`src/rtl/fetch_sequencer.sv`:
```
`default_nettype none
// ---------------------------------------------------------------------------
// fetch_sequencer : instruction-fetch controller driving MAR/IR over busC
// Revision 1.0
// ---------------------------------------------------------------------------
module fetch_sequencer #(
  parameter int DATA_WIDTH = 8,
  parameter int ADDR_WIDTH = 8,
  parameter int TIMEOUT    = 15
) (
  input  logic                  clk,
  input  logic                  rst,
  input  logic                  sclr,
  input  logic                  run,
  input  logic                  jump_en,
  input  logic [ADDR_WIDTH-1:0] jump_addr,
  input  logic                  mem_ready,
  input  logic [DATA_WIDTH-1:0] mem_rdata,
  output logic                  mem_rd,
  output logic [DATA_WIDTH-1:0] busC,
  output logic                  mar_en,
  output logic                  ir_en,
  output logic [ADDR_WIDTH-1:0] pc,
  output logic                  busy,
  output logic                  fetch_done,
  output logic                  err
);

  // The counter only ever holds 0..TIMEOUT-1; reaching the last value with
  // mem_ready still low is the timeout event.
  localparam int              CNT_W    = (TIMEOUT < 2) ? 1 : $clog2(TIMEOUT);
  localparam logic [CNT_W-1:0] CNT_LAST = CNT_W'(TIMEOUT - 1);

  typedef enum logic [2:0] {
    IDLE  = 3'd0,
    LDMAR = 3'd1,
    RD    = 3'd2,
    LDIR  = 3'd3,
    DONE  = 3'd4
  } state_t;

  state_t                state_q, state_d;
  logic [ADDR_WIDTH-1:0] pc_q, pc_d;
  logic [DATA_WIDTH-1:0] data_q, data_d;
  logic [CNT_W-1:0]      cnt_q, cnt_d;
  logic                  err_q, err_d;

  logic                  mar_en_q, mar_en_d;
  logic                  mem_rd_q, mem_rd_d;
  logic                  ir_en_q, ir_en_d;
  logic                  fetch_done_q, fetch_done_d;
  logic                  busy_q, busy_d;
  logic [DATA_WIDTH-1:0] busc_q, busc_d;

  always_comb begin
    state_d = state_q;
    pc_d    = pc_q;
    data_d  = data_q;
    cnt_d   = cnt_q;
    err_d   = err_q;

    if (sclr) begin
      state_d = IDLE;
      pc_d    = '0;
      data_d  = '0;
      cnt_d   = '0;
      err_d   = 1'b0;
    end else begin
      case (state_q)
        IDLE: begin
          if (jump_en) pc_d = jump_addr;
          if (run && !err_q) state_d = LDMAR;
        end
        LDMAR: state_d = RD;
        RD: begin
          if (mem_ready) begin
            data_d  = mem_rdata;
            cnt_d   = '0;
            state_d = LDIR;
          end else if (cnt_q == CNT_LAST) begin
            err_d   = 1'b1;
            cnt_d   = '0;
            state_d = IDLE;
          end else begin
            cnt_d = cnt_q + CNT_W'(1);
          end
        end
        LDIR: begin
          pc_d    = pc_q + ADDR_WIDTH'(1);
          state_d = DONE;
        end
        DONE: begin
          // A jump here replaces the increment made on the way out of LDIR.
          if (jump_en) pc_d = jump_addr;
          state_d = run ? LDMAR : IDLE;
        end
        default: state_d = IDLE;
      endcase
    end
  end

  // Outputs are decoded from the next state so they line up with the state
  // register while still coming straight from flops.
  always_comb begin
    mar_en_d     = (state_d == LDMAR);
    mem_rd_d     = (state_d == RD);
    ir_en_d      = (state_d == LDIR);
    fetch_done_d = (state_d == DONE);
    busy_d       = (state_d != IDLE);
    busc_d       = '0;
    if (state_d == LDMAR) begin
      busc_d[ADDR_WIDTH-1:0] = pc_d;
    end else if (state_d == LDIR) begin
      busc_d = data_d;
    end
  end

  always_ff @(posedge clk or negedge rst) begin
    if (!rst) begin
      state_q      <= IDLE;
      pc_q         <= '0;
      data_q       <= '0;
      cnt_q        <= '0;
      err_q        <= 1'b0;
      mar_en_q     <= 1'b0;
      mem_rd_q     <= 1'b0;
      ir_en_q      <= 1'b0;
      fetch_done_q <= 1'b0;
      busy_q       <= 1'b0;
      busc_q       <= '0;
    end else begin
      state_q      <= state_d;
      pc_q         <= pc_d;
      data_q       <= data_d;
      cnt_q        <= cnt_d;
      err_q        <= err_d;
      mar_en_q     <= mar_en_d;
      mem_rd_q     <= mem_rd_d;
      ir_en_q      <= ir_en_d;
      fetch_done_q <= fetch_done_d;
      busy_q       <= busy_d;
      busc_q       <= busc_d;
    end
  end

  assign mem_rd     = mem_rd_q;
  assign busC       = busc_q;
  assign mar_en     = mar_en_q;
  assign ir_en      = ir_en_q;
  assign pc         = pc_q;
  assign busy       = busy_q;
  assign fetch_done = fetch_done_q;
  assign err        = err_q;

endmodule
`default_nettype wire
```
`config.mk`:
```
export PLATFORM = sky130hd
export DESIGN_NAME = fetch_sequencer
export DESIGN_NICKNAME = d
export VERILOG_FILES = /design/src/rtl/fetch_sequencer.sv
export SDC_FILE = /design/constraint.sdc
export NUM_CORES = 1
export LEC_CHECK = 0
export CAP_MARGIN = 20
export CORE_ASPECT_RATIO = 1.4
export CORE_MARGIN = 1.5
export CORE_UTILIZATION = 30
export DETAILED_ROUTE_END_ITERATION = 8
export GPL_ROUTABILITY_DRIVEN = 0
export GPL_TIMING_DRIVEN = 0
export PLACE_DENSITY_LB_ADDON = 0.15
export SYNTH_ARGS = -nofsm -noshare
export SYNTH_HDL_FRONTEND = slang
export SYNTH_SLANG_ARGS = --single-unit
export TNS_END_PERCENT = 20
```
`constraint.sdc`:
```
create_clock -name clk -period 2.6 [get_ports clk]
set_input_delay 0.26 -clock clk [delete_from_list [all_inputs] [get_ports clk]]
set_output_delay 0.26 -clock clk [all_outputs]
set_load 0.02 [all_outputs]
```
; Yosys cells after proc, flatten, opt, wreduce, memory -nomap -nowiden
; Index checks and enable logic that the tools add are counted.
[totals]
register_bits = 37
input_bits = 22
output_inout_bits = 22
elab_cells = 53
[op_classes]
add_sub_neg = 2
n_eq_ne = 10
muxes = 22
reduce_logical = 8
[ops]
columns = cell, n
row1 = 8-bit two-way mux, 7
row2 = 4-bit two-way mux, 4
row3 = 8-bit case mux with 2 select lines, 1
row4 = 3-bit case mux with 5 select lines, 1
row5 = 3-bit by 2-bit equality test with 1-bit output (second input constant), 4
row6 = 3-bit two-way mux, 4
row7 = 8-bit by 1-bit adder with 8-bit output (second input constant), 1
row8 = 3-bit by 1-bit equality test with 1-bit output (second input constant), 2
row9 = 3-bit equality test (second input constant), 2
row10 = 1-bit two-way mux, 5
row11 = 4-bit by 1-bit adder with 4-bit output (second input constant), 1
row12 = 4-bit equality test (second input constant), 1
row13 = 2-bit nonzero test, 2
row14 = 3-bit zero test, 1
row15 = 3-bit AND reduction, 1
row16 = 3-bit nonzero test, 1
row17 = 2-bit inequality test (second input constant), 1
row18 = 2-bit OR reduction, 1
row19 = 1-bit logical AND, 1
row20 = 1-bit zero test, 1

; Logic depth before layout (Yosys ltp)
; Gate-level depths: netlist of run 1.
[depth]
depth_word = 8
mapped_depth = 7
ltp_nobuf = 7

; Worst setup path after synthesis of run 1
; No wires, ideal clock.
[synth_timing]
path_kind = reg-to-reg
start = register cnt_q[0]
end = register cnt_q[3]
setup_time_ps = 95
arrival_ps = 1491
required_ps = 2505
path_slack_ps = 1014
path_stages_with_launch = 6
path_buffers = 0
period_less_slack_ps = 1586
path_cell_list = dfrtp_1 > inv_1 > ha_1 > a311o_1 > or2_2 > o31ai_1
[synth_between]
elab_chain_len = 5
elab_cells_between_ends = 6
cone_classes = add/sub (1) / eq/ne (1) / mux (4)
[synth_lines]
columns = item, line
row1 = from (decl), 45  ; logic [CNT_W-1:0] cnt_q, cnt_d;
row2 = from (signal assigned), 135  ; cnt_q <= cnt_d;
row3 = 4-bit by 1-bit adder with 4-bit output / 4-bit equality test (equally long branches), "85, 80"
row4 = 4-bit two-way mux (*), 80  ; end else if (cnt_q == CNT_LAST) begin
row5 = 4-bit two-way mux (*), 76  ; if (mem_ready) begin
row6 = 4-bit two-way mux (*), 69  ; case (state_q)
row7 = 4-bit two-way mux (*), 62  ; if (sclr) begin
; Mark *: on every way between the ends. The rest lies on a longest branch, timed or not. The select of a mux whose other input is x is not followed.
; A chain may end at the register's enable or synchronous reset.

; Final worst setup path of run 1
[layout_timing]
start = register state_q[1]
end = register busc_q[3], in the netlist busC[3]
[layout_between]
elab_chain_len = 7
elab_cells_between_ends = 19
cone_classes = eq/ne (6) / mux (11) / reduce/logical (2)
[layout_lines]
columns = item, line
row1 = from (decl), 42  ; state_t state_q, state_d;
row2 = from (signal assigned), 132  ; state_q <= state_d;
row3 = 3-bit two-way mux, 80
row4 = 3-bit two-way mux, 76
row5 = 3-bit case mux with 5 select lines, 69
row6 = 3-bit two-way mux, 62
row7 = 3-bit by 2-bit equality test with 1-bit output, 113  ; end else if (state_d == LDIR) begin
row8 = 8-bit two-way mux, 113
row9 = 8-bit two-way mux (*), 111  ; if (state_d == LDMAR) begin
row10 = net busc_d[3], 53  ; logic [DATA_WIDTH-1:0] busc_q, busc_d;
row11 = to (signal assigned), 142  ; busc_q <= busc_d;
row12 = to (decl), 53
; The timed path passes the listed nets; every way through them passes the cells marked *.

==> results.json, run 1 <==
{
  "finalHoldViolCount": 0,
  "grt_pass1_wl_mm": 6.28,
  "synth_fp_nets": 172,
  "synth_top_area_share_pct": 48.3,
  "track_usage_pct": 15.0,
  "path_class": "register to register",
  "cts_tree": "built",
  "rsz0062_at_grt": "false",
  "synth_cell_types": 43,
  "io_pins": 44,
  "htree_levels": 2,
  "drtIter0Drc": 42,
  "via_per_inst": 4.90,
  "max-vdd-ir-drop_v": 0.000324,
  "sw_frac_of_total_pct": 29.1,
  "routed_wl_mm": 3.75,
  "skew_ns": 0.00525,
  "core_sq_um": 4840,
  "reg2reg_from": "state_q[1]",
  "seqPwrFrac_pct": 45.4,
  "clkPwrFrac_pct": 32.0,
  "r2r_cells": 6,
  "dpl.hpwl_mm": 2.87,
  "grt_antenna_before_repair": 0,
  "critPathRequiredTime_ns": 2.76,
  "dieWidth_microns": 62.8,
  "placed_cells": 254,
  "synth_common_cells": "29 x dfrtp_1, 16 x o21ai_0, 14 x nor2_1, 12 x nand2_1, 5 x a21oi_1",
  "ant_nets": 0,
  "avgRoutedWirePerCell_microns": 14.3,
  "portBuffers": 42,
  "drv_cap": 0,
  "overflow": 0,
  "cts_resized": 0,
  "die_height_microns": 86.8,
  "design.die.area_sq_um": 5450,
  "drt_first_pass_iters": 4,
  "clk_pin_slew_ns": 0.06,
  "cts_post_setup_buffers_inserted": 0,
  "reg2reg_setup_slack_ns": 0.81,
  "power_leakage_uw": 0.000905,
  "start_util_pct": 31.1,
  "yosysMostFrequentCell": "dfrtp_1",
  "synthTopCellsByArea": "dfrtp_1 48%, o21ai_0 5.3%, nor2_1 3.5%",
  "syn-cell-area_sq_um": 1500,
  "clock_latency_ns": 0.28,
  "grt_max_degree": 16,
  "min_period_ns": 1.79,
  "r2r-end": "busC[3]",
  "setup_violations": 0,
  "tightest_slew_ns": 0.750,
  "vias": 1283,
  "finalSetupTns_ns": 0,
  "ys_seq_area_share_pct": 48.3,
  "worst-path-max-fanout": 10,
  "synthArstFlopShare_pct": 100,
  "grt_pass1_vias": 1280,
  "cp-end-kind": "register",
  "drc": 0,
  "power.density_nw_per_um2": 528,
  "synthFlopType": "dfrtp_1",
  "ys_ff_latch": 29,
  "cts_max_path_buffers": 2,
  "p_switching_uw": 323,
  "fin_crit_sh_pct": 68.7,
  "critPathArrivalTime_ns": 1.95,
  "clockRootBuffer": "clkbuf_8",
  "holdBufCountCts": 0,
  "slew_headroom_pct": 49.9,
  "status": "finished, final reports clean",
  "num-nets-final": 222,
  "area_delta_synth_final_pct": 39.8,
  "crit_path_start_kind": "register",
  "syn_avg_cell_area_sq_um": 10.2,
  "min-delay-path-class": "input port to asynchronous set/reset pin",
  "rows": 30,
  "cts_sinks": 29,
  "cts_buffers": 5,
  "netlist_instances": 147,
  "synth_edf_count": 0,
  "clock.fmax_ghz": 0.560,
  "fin_cells": 262,
  "synth_top_cell_by_area": "dfrtp_1",
  "synth_warnings": 0,
  "drive_gt1_share_pct": 12.6,
  "slew_violations": 0,
  "p_int_uw": 787,
  "combinationalPowerShare_pct": 22.6,
  "n_antenna_cell": 0
}
==> cells in the final DEF (no fill, tap or decap), types with 3 or more instances in the layout <==
cell type,Yosys,routed
a211oi_1,3,3
a21oi_1,5,5
a22o_1,4,4
and3_1,4,4
clkbuf_8,0,5
clkdlybuf4s50_1,0,42
clkinv_2,1,3
dfrtp_1,29,29
ha_1,3,3
inv_1,3,3
mux2i_1,3,3
nand2_1,12,12
nand2b_1,4,4
nand3_1,4,4
nor2_1,14,14
nor2b_1,4,4
o21ai_0,16,16
xnor2_1,3,3
==> sequential cells by signal, summed over array words and instances, names as in the netlist, 3 cells and up <==
register and cells:
state_q 3, busC 8, pc 8, cnt_q 4
==> through the flow <==
stage	util, %	total power, uW	worst slack, ns	hold WS (ns)	area (sq um)
6_report	43.4	1110	0.813	0.423	2100
5_1_grt	43.4	1170	0.686	0.484	2100
4_1_cts	43.4	1130	0.791	0.447	2100
3_5_place_dp	41.7	766	0.708	0.506	2020
3_3_place_gp	41.4	761	0.683	0.496	2000
2_1_floorplan	-	643	1.01	-0.0356	1500
==> area by class of cell <==
cell class                      instances  area [sq um]
Fill cell                             480          2740
Sequential cell                        29           726
Multi-Input combinational cell        108           726
Timing Repair Buffer                   43           435
Tap cell                               64          80.1
Clock buffer                            6          72.6
Buffer                                  6          36.3
Inverter                                4          16.3
Clock inverter                          2          10.0
==> routing by layer <==
metal  share of wire [%]  up-vias  track usage, %
li1                    -      624               -
met4                 1.9        0            6.67
met3                 3.6        7            3.51
met2                  54       32            27.3
met5                   0        -               0
met1                  41      620            16.7
==> power by group through the flow <==
stage | Clock [uW] | Combinational [uW] | Sequential [uW]
5_1_grt | 385 | 275 | 508
3_5_place_dp | 0 | 254 | 512
6_report | 355 | 251 | 504
2_1_floorplan | 0 | 106 | 537
3_3_place_gp | 0 | 250 | 510
4_1_cts | 366 | 255 | 504
==> worst max path at each step <==
stage                           from        to  slack (ns)  cells after the start
after floorplan             cnt_q[0]  cnt_q[3]        1.01                      5
after global placement     mem_ready   busC[1]        0.68                      6
after detailed placement        sclr  cnt_q[3]        0.71                      4
after CTS                 state_q[1]   busC[3]        0.79                      6
after global routing      state_q[1]   busC[3]        0.69                      6
final                     state_q[1]   busC[3]        0.81                      6
==> critical path: stages, from the launching register on <==
cell      delay, ns
dfrtp_1        0.43
buf_4          0.19
nor2_1         0.36
nor2_1         0.15
o21bai_1       0.21
a21oi_1        0.22
o21ai_0        0.10
==> cell families after synthesis <==
| kind of cell | after synthesis | synth area share [%] |
|---|---|---|
| AO/OA/AOI/OAI | 39 | 17.6 |
| multiplexers | 4 | 2.75 |
| flip-flops | 29 | 48.3 |
| AND/OR/NAND/NOR | 59 | 23.6 |
| adder cells (fa/ha/maj) | 3 | 2.50 |
| XOR/XNOR | 3 | 1.75 |
| buffers and inverters | 10 | 3.49 |
(Power assumes the default switching activity.)
==> run 2, diff against run 1 <==
Clock period 2.6 ns to 1.54 ns, I/O delays scaled along.
==> results.json, run 2 (same netlist as run 1, synthesis figures left out) <==
{
  "status": "finished, final reports clean",
  "worstPathBufferInverterCount": 1,
  "cp_top_family": "buffers and inverters",
  "setup_violations": 0,
  "grt_pass1_wl_mm": 6.69,
  "via_per_inst": 4.89,
  "grt.met3_usage_pct": 3.90,
  "overflow": 0,
  "critPathRequiredTime_ns": 1.39,
  "critPathArrivalTime_ns": 1.33,
  "clock_latency_ns": 0.28,
  "grt_antenna_before_repair": 0,
  "slew_headroom_pct": 52.5,
  "slowest_delay_ns": 0.63,
  "cts_tree": "built",
  "drive_gt1_share_pct": 24.9,
  "met1_usage_pct": 17.0,
  "clk_pin_slew_ns": 0.07,
  "vias": 1336,
  "drc": 0,
  "final_common_cell": "clkdlybuf4s50_1",
  "core_sq_um": 4840,
  "whs_ns": 0.292,
  "track_usage_pct": 16.2,
  "worst-path-max-fanout": 5,
  "die_height_microns": 86.8,
  "finalHoldViolCount": 0,
  "cp_slowest_cell": "clkdlybuf4s50_1",
  "slew_violations": 0,
  "n_antenna_cell": 0,
  "tightest_slew_ns": 0.710,
  "dieWidth_microns": 62.8,
  "busiest_layer": "met2",
  "io_pins": 44,
  "use_met2_pct": 30.6,
  "holdBufCountCts": 0,
  "power.density_nw_per_um2": 851,
  "grt_pass1_vias": 1368,
  "design.die.area_sq_um": 5450,
  "clockRootBuffer": "clkbuf_8",
  "skew_ns": 0.00893,
  "max-vdd-ir-drop_v": 0.000480,
  "ant_nets": 0,
  "path_cells": "clkdlybuf4s50_1",
  "path_class": "register to output pin",
  "drtIter0Drc": 42,
  "clock.fmax_ghz": 0.673,
  "drv_cap": 0,
  "grt_max_degree": 18,
  "avgRoutedWirePerCell_microns": 14.5,
  "area_delta_synth_final_pct": 52.2,
  "fin_crit_sh_pct": 96.5,
  "rows": 30,
  "design_power_total_uw": 1950,
  "dpl.hpwl_mm": 2.87,
  "min_period_ns": 1.49,
  "cts_buffers": 5,
  "drt_first_pass_iters": 4,
  "min-delay-path-class": "input port to asynchronous set/reset pin",
  "rsz0062_at_grt": "true",
  "routed_wl_mm": 3.96,
  "cts_sinks": 29,
  "portBuffers": 42,
  "num-nets-final": 233,
  "htree_levels": 2,
  "power_leakage_uw": 0.00101,
  "crit_path_start_kind": "register",
  "cts_max_path_buffers": 2,
  "final_cell_mix": "38 x clkdlybuf4s50_1, 24 x dfrtp_1, 12 x nor2_1",
  "cp-end-kind": "output pin",
  "start_util_pct": 31.1
}
run 2: changes by cell type in the layout (fill, tap and decap cells not counted), moves of 3 or more:
cell	before	now
clkdlybuf4s50_1	42	38
dlygate4sd2_1	0	3
o21ai_1	0	6
buf_4	1	10
dfrtp_2	0	5
o21ai_0	16	10
dfrtp_1	29	24
run 2: layout make-up:
cell class                 instances  area [sq um]
fill                             460          2550
multi-input combinational        108           771
sequential                        29           732
timing repair buffer              55           567
tap                               64          80.1
clock buffer                       5          68.8
buffer                             5          36.3
clock inverter                     3          17.5
inverter                           4          16.3
run 2: stage by stage:
stage / std cells / setup slack, ns / setup TNS, ns / utilization (%) / instance area (sq um)
2_1_floorplan: 147 / 0.0389 / 0 / - / 1500
3_3_place_gp: 253 / -0.272 / -8.73 / 41.4 / 2000
3_5_place_dp: 254 / -0.271 / -3.66 / 42.0 / 2030
4_1_cts: 267 / 0.00101 / 0 / 45.2 / 2190
5_1_grt: 273 / -0.0255 / -0.114 / 47.3 / 2290
6_report: 273 / 0.0542 / 0 / 47.3 / 2290
run 2: final timing paths:
path	slack (ns)	cells past startpoint	from	end
max	0.05	1	pc[5]	pc[5]
min	0.29	1	rst	busC[3]
max reg2reg	0.06	5	state_q[2]	busC[1]
min reg2reg	0.54	1	cnt_q[3]	cnt_q[3]
max in group asynchronous	0.71	2	rst	state_q[2]
min in group clk	0.40	3	mem_rdata[3]	busC[3]
run 2: worst register-to-register path: stages (launching register included):
cell       delay (ns)
dfrtp_2          0.45
nand3b_4         0.17
or2_4            0.26
nor3_4           0.23
clkbuf_16        0.20
a22o_1           0.12
run 2: where the power goes:
group          switching [uW]  internal [uW]
Clock                     309            311
Sequential               41.1            809
Combinational             234            242
Total                     585           1360
run 2: timing repair:
item	CTS	global route
setup endpoints to repair	20	14
buffers inserted	5	6
cloned	0	1
pin swaps	3	8
resized for setup	12	20
run 2: metal layers:
layer / share of wire [%] / vias to the layer above
met5: 0 / -
li1: - / 647
met4: 1.8 / 0
met2: 55 / 32
met1: 39 / 652
met3: 3.7 / 5
==> run 3, diff against run 2 <==
Settings changed: CELL_PAD_IN_SITES_DETAIL_PLACEMENT set to 1, CELL_PAD_IN_SITES_GLOBAL_PLACEMENT set to 1.
==> results.json, run 3 (same netlist as run 1, synthesis figures left out) <==
{
  "power_leakage_uw": 0.00108,
  "cp_top_family": "simple AND/OR/NAND/NOR gates",
  "skew_ns": 0.00213,
  "vias": 1327,
  "worst-path-max-fanout": 7,
  "design.die.area_sq_um": 5450,
  "fin_cells": 272,
  "dieWidth_microns": 62.8,
  "drtIter0Drc": 70,
  "finalHoldViolCount": 0,
  "placed_cells": 254,
  "seq_area_sq_um": 731,
  "final_common_cell": "clkdlybuf4s50_1",
  "slew_headroom_pct": 48.1,
  "drt_first_pass_iters": 4,
  "slowest_delay_ns": 0.45,
  "path_class": "register to register",
  "start_util_pct": 31.1,
  "drive_gt1_share_pct": 26.0,
  "finalSetupTns_ns": 0,
  "combinationalPowerShare_pct": 23.2,
  "clk_pin_slew_ns": 0.06,
  "tightest_slew_ns": 0.776,
  "worstPathBufferInverterCount": 1,
  "portBuffers": 42,
  "setup_violations": 0,
  "area_delta_synth_final_pct": 55.9,
  "holdBufCountCts": 0,
  "io_pins": 44,
  "clock_latency_ns": 0.28,
  "status": "finished, final reports clean",
  "drc": 0,
  "dpl.hpwl_mm": 3.35,
  "clockRootBuffer": "clkbuf_8",
  "fin_crit_sh_pct": 99.5,
  "num-nets-final": 232,
  "grt_max_degree": 16,
  "cts_sinks": 29,
  "critPathRequiredTime_ns": 1.76,
  "grt_antenna_before_repair": 0,
  "cts_tree": "built",
  "via_per_inst": 4.88,
  "multiInputGateArea_sq_um": 796,
  "cts_buffers": 5,
  "clock.fmax_ghz": 0.652,
  "routed_wl_mm": 4.60,
  "cp-end-kind": "register",
  "max-vdd-ir-drop_v": 0.000518,
  "seqPwrFrac_pct": 39.3,
  "overflow": 0,
  "n_antenna_cell": 0,
  "track_usage_pct": 18.2,
  "clkPwrFrac_pct": 37.5,
  "p_switching_uw": 584,
  "critPathArrivalTime_ns": 1.75,
  "path_cells": "nand3b_4 -> or2_4 -> nor3_4 -> clkbuf_16 -> a22o_1",
  "power.density_nw_per_um2": 926,
  "drv_cap": 0,
  "final_cell_mix": "37 x clkdlybuf4s50_1, 25 x dfrtp_1, 12 x nor2_1",
  "fill_cells": 524,
  "core_sq_um": 4840,
  "htree_levels": 2,
  "crit_path_start_kind": "register",
  "die_height_microns": 86.8,
  "grt_pass1_wl_mm": 7.51,
  "min_period_ns": 1.53,
  "grt_pass1_vias": 1528,
  "ant_nets": 0,
  "cts_max_path_buffers": 2,
  "p_int_uw": 1590,
  "cp_slowest_cell": "dfrtp_2",
  "sw_frac_of_total_pct": 26.9,
  "slew_violations": 0,
  "avgRoutedWirePerCell_microns": 16.9,
  "rsz0062_at_grt": "true",
  "rows": 30,
  "min-delay-path-class": "input port to asynchronous set/reset pin"
}
[run 3: changes by cell type in the layout (fill, tap and decap cells not counted), moves of 2 or more]
cell | previous run | this run
a21oi_1 | 5 | 3
o21ai_1 | 6 | 9
nand2b_1 | 2 | 4
nand2_2 | 1 | 3
dlymetal6s2s_1 | 1 | 5
nand2_1 | 11 | 9
clkinv_2 | 3 | 1
dlygate4sd2_1 | 3 | 0
o21ai_0 | 10 | 6
[run 3: area by class of cell]
class	instances	area share [%]
plain buffers	5	1.39
inverters	4	0.694
repair buffers	54	24.4
clock buffers	7	3.68
multi-input cells	108	33.9
clock inverters	1	1.28
flip-flops and latches	29	31.2
well taps	64	3.42
[run 3: stage by stage]
step / setup slack (ns) / utilization [%] / power, uW / area (sq um) / hold slack, ns
2_1_floorplan: 0.0389 / - / 1090 / 1500 / -0.142
3_3_place_gp: -0.280 / 41.4 / 1290 / 2000 / 0.496
3_5_place_dp: -0.303 / 42.0 / 1310 / 2030 / 0.497
4_1_cts: -0.00444 / 46.0 / 2160 / 2230 / 0.354
5_1_grt: -0.0680 / 48.4 / 2280 / 2340 / 0.399
6_report: 0.00725 / 48.4 / 2170 / 2340 / 0.327
[run 3: path summary, 6_finish.rpt]
| kind | cells after the start | end | slack [ns] | from |
|---|---|---|---|---|
| setup / recovery | 5 | busC[0] | 0.007 | state_q[2] |
| hold / removal | 1 | pc[3] | 0.33 | rst |
| setup reg to reg | 5 | busC[0] | 0.007 | state_q[2] |
| max in group asynchronous | 2 | pc[2] | 0.66 | rst |
| min in group clk | 3 | busC[5] | 0.41 | mem_rdata[5] |
| hold reg to reg | 1 | cnt_q[3] | 0.52 | cnt_q[3] |
[run 3: power groups by stage]
stage / clock network, uW / logic, uW / registers (uW)
4_1_cts: 838 / 473 / 850
5_1_grt: 869 / 552 / 859
2_1_floorplan: 0 / 180 / 906
6_report: 814 / 505 / 853
3_3_place_gp: 0 / 426 / 861
3_5_place_dp: 0 / 442 / 866
[run 3: layer usage]
| metal | track usage (%) | part of all wire [%] | vias to the layer above |
|---|---|---|---|
| li1 | - | - | 642 |
| met1 | 18.8 | 38 | 647 |
| met2 | 34.7 | 57 | 33 |
| met3 | 4.42 | 3.7 | 5 |
| met4 | 7.88 | 1.3 | 0 |
| met5 | 0 | 0 | - |
[run 3: what timing repair did]
action | CTS | global route
endpoints found under the setup margin | 19 | 19
buffers inserted | 5 | 5
resized for setup | 12 | 30
cloned | 0 | 1
pin swaps | 6 | 11
==> RTL change 1: new RTL, flow settings as in run 3 <==
Put one more register stage on the output `err`. The value now appears one clock later. The other outputs are not delayed to match.
--- a/src/rtl/fetch_sequencer.sv
+++ b/src/rtl/fetch_sequencer.sv
@@ -151,5 +151,7 @@
   assign busy       = busy_q;
   assign fetch_done = fetch_done_q;
-  assign err        = err_q;
+  always_ff @(posedge clk) begin
+    err <= err_q;
+  end
 
 endmodule
Behaviour: no difference found for any inputs over 10 cycles, from zero or initial values and one cycle with rst low; that may be too few to reach the edited logic, so the function may still have changed.
==> RTL change 1 against run 3 <==
Global-route usage is 1.0 points lower. Final cell count is 0.74% higher. Area after synthesis is 1.3% higher. Total power is 6.2% lower. Final area is 0.16% lower. Sequential power is 3.4% higher. Worst setup slack better by 22 ps. Highest routed layer unchanged. Critical path type unchanged. Hold slack worse by 59 ps. Largest power group unchanged. Routed wire length is 1.3% lower. Largest cell class unchanged. Sequential share of layout area is 1.0 points higher. Sequential cell count is 1 higher.
==> RTL change 1: results (changes against run 3) <==
run status - finished clean
worst r2r dst - cnt_q[3]
Static Leak - 1.05 nW (-3.2%)
met1 WL - 1770 um (+0.51%)
WL final - 4540 um (-1.3%)
reg2reg setup slack - 30 ps (+20 ps)
synthesized net count - 173 (+0.58%)
dominant synthesized flop cell - dfrtp_1
ant diodes - 0 (unchanged)
post-DP HPWL - 3220 um (-4.0%)
Compound-Gate Fraction of Synth Area - 17.4% (-0.23 points)
largest net degree at the start of global routing - 19 (+3)
first-pass GRT wire length - 7270 um (-3.2%)
XOR/XNOR share of the synthesized area - 1.72% (-0.023 points)
Distinct cells, synth - 44 (+2.3%)
Cell Int Power - 1.45 mW (-8.9%)
crit path DAT - 1700 ps (-50 ps)
crit start category - flip-flop
VDD IR-drop max - 0.563 mV (+8.6%)
RR Startpoint - cnt_q[0]
M3 GR Usage - 4.40% (-0.017 points)
Setup Skew - 6.42 ps (+4.29 ps)
Max transition margin - 57.8% (+9.7 points)
initial DRC count - 31 (-56%)
post-synthesis mux area share - 2.71% (-0.036 points)
ys async rst share - 96.7% (-3.3 points)
worst-path maximum fanout - 4 (-3)
first drt pass iteration count - 4 (unchanged)
GR Util met2 - 31.8% (-2.9 points)
Critical Path Sink Type - flip-flop
vias in the first global route - 1457 (-4.6%)
final net count - 234 (+0.86%)
post-synthesis adder-cell area fraction - 2.46% (-0.033 points)
met2 WL - 2480 um (-4.9%)
Met3 Wirelength - 213 um (+24%)
met1 Resource Use GR - 18.5% (-0.21 points)
Vias - 1339 (+0.90%)
share of cells above drive strength 1 - 27.6% (+1.7 points)
Area contributors post-synth - dfrtp_1 (48%), o21ai_0 (5.3%), nor2_1 (3.4%), nand2_1 (3.0%), nand3b_4 (2.6%)
gr usage total - 17.2% (-1.0 points)
register area share after synthesis - 48.9% (+0.68 points)
RTL change 1: cell count changes in the layout (fill, tap and decap cells not counted), moves of 3 or more:
cell,delta
nand2_1,+3
a21oi_2,+3
buf_4,-3
buf_6,+5
o21ai_1,-3
nand2_2,-3
RTL change 1: worst max-delay path: stages (launching register included):
cell and delay, ps:
dfrtp_1 360, inv_1 60, ha_1 210, a311o_1 320
or2_4 270, o31ai_4 210
RTL change 1: repair_timing:
item,in CTS,in global routing
resized for setup,11,37
cloned,0,1
endpoints found under the setup margin,19,20
hold buffers,0,0
hold endpoints to repair,0,0
pin swaps,3,6
setup buffers,6,4
RTL change 1: cell families (layout without fill, tap and decap cells):
family	Yosys count	count (layout)
buf+inv	10	72
xor+xnor	3	3
flops	30	30
simple gates	59	59
compound gates	39	39
mux	4	4
fa+ha+maj	3	3
RTL change 1: per-stage QoR:
step	worst slack [ps]	instances	TNS (ps)	instance area (um2)	hold slack (ps)
detailed placement	-307	255	-3480	2050	427
finish	29.0	274	0	2340	268
CTS	-27.7	269	-46.9	2210	289
global placement	-257	254	-9280	2020	424
floorplan	38.9	148	0	1520	-142
global route	-42.6	274	-266	2340	322
RTL change 1: final cells by class:
type	instances	area [um2]
multi-input cells	108	808
well taps	64	80.1
clock inverters	1	5.00
flip-flops and latches	30	753
fillers	569	2540
clock buffers	7	86.3
plain buffers	6	46.3
inverters	4	16.3
repair buffers	54	546
RTL change 1: power by group through the flow:
stage	clock (mW)	combinational, mW	sequential, mW
after floorplan	0	0.180	0.933
after global placement	0	0.425	0.888
after detailed placement	0	0.440	0.891
after CTS	0.668	0.460	0.875
after global routing	0.701	0.549	0.889
final	0.654	0.502	0.882
==> RTL change 2: new RTL, settings of run 3 <==
Without the edit above. The parameter `TIMEOUT` goes from 15 to 16.
--- a/src/rtl/fetch_sequencer.sv
+++ b/src/rtl/fetch_sequencer.sv
@@ -7,5 +7,5 @@
   parameter int DATA_WIDTH = 8,
   parameter int ADDR_WIDTH = 8,
-  parameter int TIMEOUT    = 15
+  parameter int TIMEOUT    = 16
 ) (
   input  logic                  clk,
Formal check against the unedited RTL: no difference found for any inputs over 10 cycles, from zero or initial values and one cycle with rst low; that may be too few to reach the edited logic, so the function may still have changed.
==> RTL change 2 against run 3 <==
The run now ends with setup timing left. Area after synthesis shrank 3.8%. Routed wire length decreased by 0.13%. Worst setup slack got worse by 210 ps. Die area fell by 3.7%. Sequential cell count unchanged. Final cell count is 2.2% lower. Maximum frequency fell by 12%. Final area is 1.8% lower. Total power fell by 8.0%. Critical endpoint is now busC[4].
==> RTL change 2: results (changes against run 3) <==
Critical Path Sink - busC[4]
Die W - 61.7 um (-1.8%)
register area share after synthesis - 50.2% (+1.9 points)
failing checks - setup timing
Area contributors post-synth - dfrtp_1 (50%), nor2_1 (4.7%), nor3_1 (2.8%), a22o_1 (2.4%), o2bb2ai_1 (2.4%)
Setup Skew - 2.59 ps (+0.458 ps)
VDD IR-drop max - 0.430 mV (-17%)
synthesized net count - 166 (-3.5%)
largest net degree at the start of global routing - 19 (+3)
CP Launch Point - state_q[1]
Area after DPL - 1990 um2 (-2.2%)
Switching Fraction - 28.7% (+1.8 points)
Plain + repair buffers - 63 (+6.8%)
first-pass GRT wire length - 6980 um (-7.1%)
dpl ws - -439 ps (-136 ps)
share of cells above drive strength 1 - 26.5% (+0.51 points)
dpl cells - 247 (-2.8%)
Finish-stage setup viols - 17 (+17)
final setup margin - -203 ps (-210 ps)
final net count - 228 (-1.7%)
FFs & Latches - 29 (unchanged)
M3 GR Usage - 4.27% (-0.15 points)
post-DP HPWL - 3110 um (-7.2%)
Clock buf/inv share - 3.75% (-1.2 points)
P_clk - 0.630 mW (-23%)
layout filler cell count - 517 (-1.3%)
Max stage delay on crit path - 430 ps (-20 ps)
Static Leak - 1.01 nW (-6.5%)
initial DRC count - 24 (-66%)
Clk pwr share - 31.5% (-6.0 points)
Tightest Pin Transition - 651 ps (-126 ps)
Hold Slack - 281 ps (-45.6 ps)
synthesized instance count - 142 (-3.4%)
met1 Resource Use GR - 19.6% (+0.82 points)
run status - finished with violations
NonClk Buf Share - 26.6% (+0.73 points)
met2 WL - 2680 um (+2.7%)
Finished Layout Cells - 266 (-2.2%)
==> RTL change 2: worst max-delay path: cells and delay by family, from the launching register on <==
family / cells / cell delay [ps]
mux: 1 / 290
buf+inv: 1 / 130
flops: 1 / 430
compound gates: 2 / 350
simple gates: 1 / 420
==> RTL change 2: repair_timing <==
item                       in CTS  in global routing
cloned                          0                  0
resized for setup              14                 20
setup endpoints to repair      19                 26
hold endpoints to repair        0                  0
setup buffers                   4                  8
pin swaps                       5                  7
==> RTL change 2: cells by family (layout without fill, tap and decap cells) <==
| logic type | Yosys count | after routing | synth area share (%) |
|---|---|---|---|
| and+or+nand+nor | 62 | 62 | 22.8 |
| AOI/OAI and AO/OA | 35 | 35 | 18.8 |
| DFF | 29 | 29 | 50.2 |
| buffers and inverters | 10 | 72 | 3.55 |
| muxes | 4 | 4 | 2.94 |
| adders and majority gates | 2 | 2 | 1.73 |
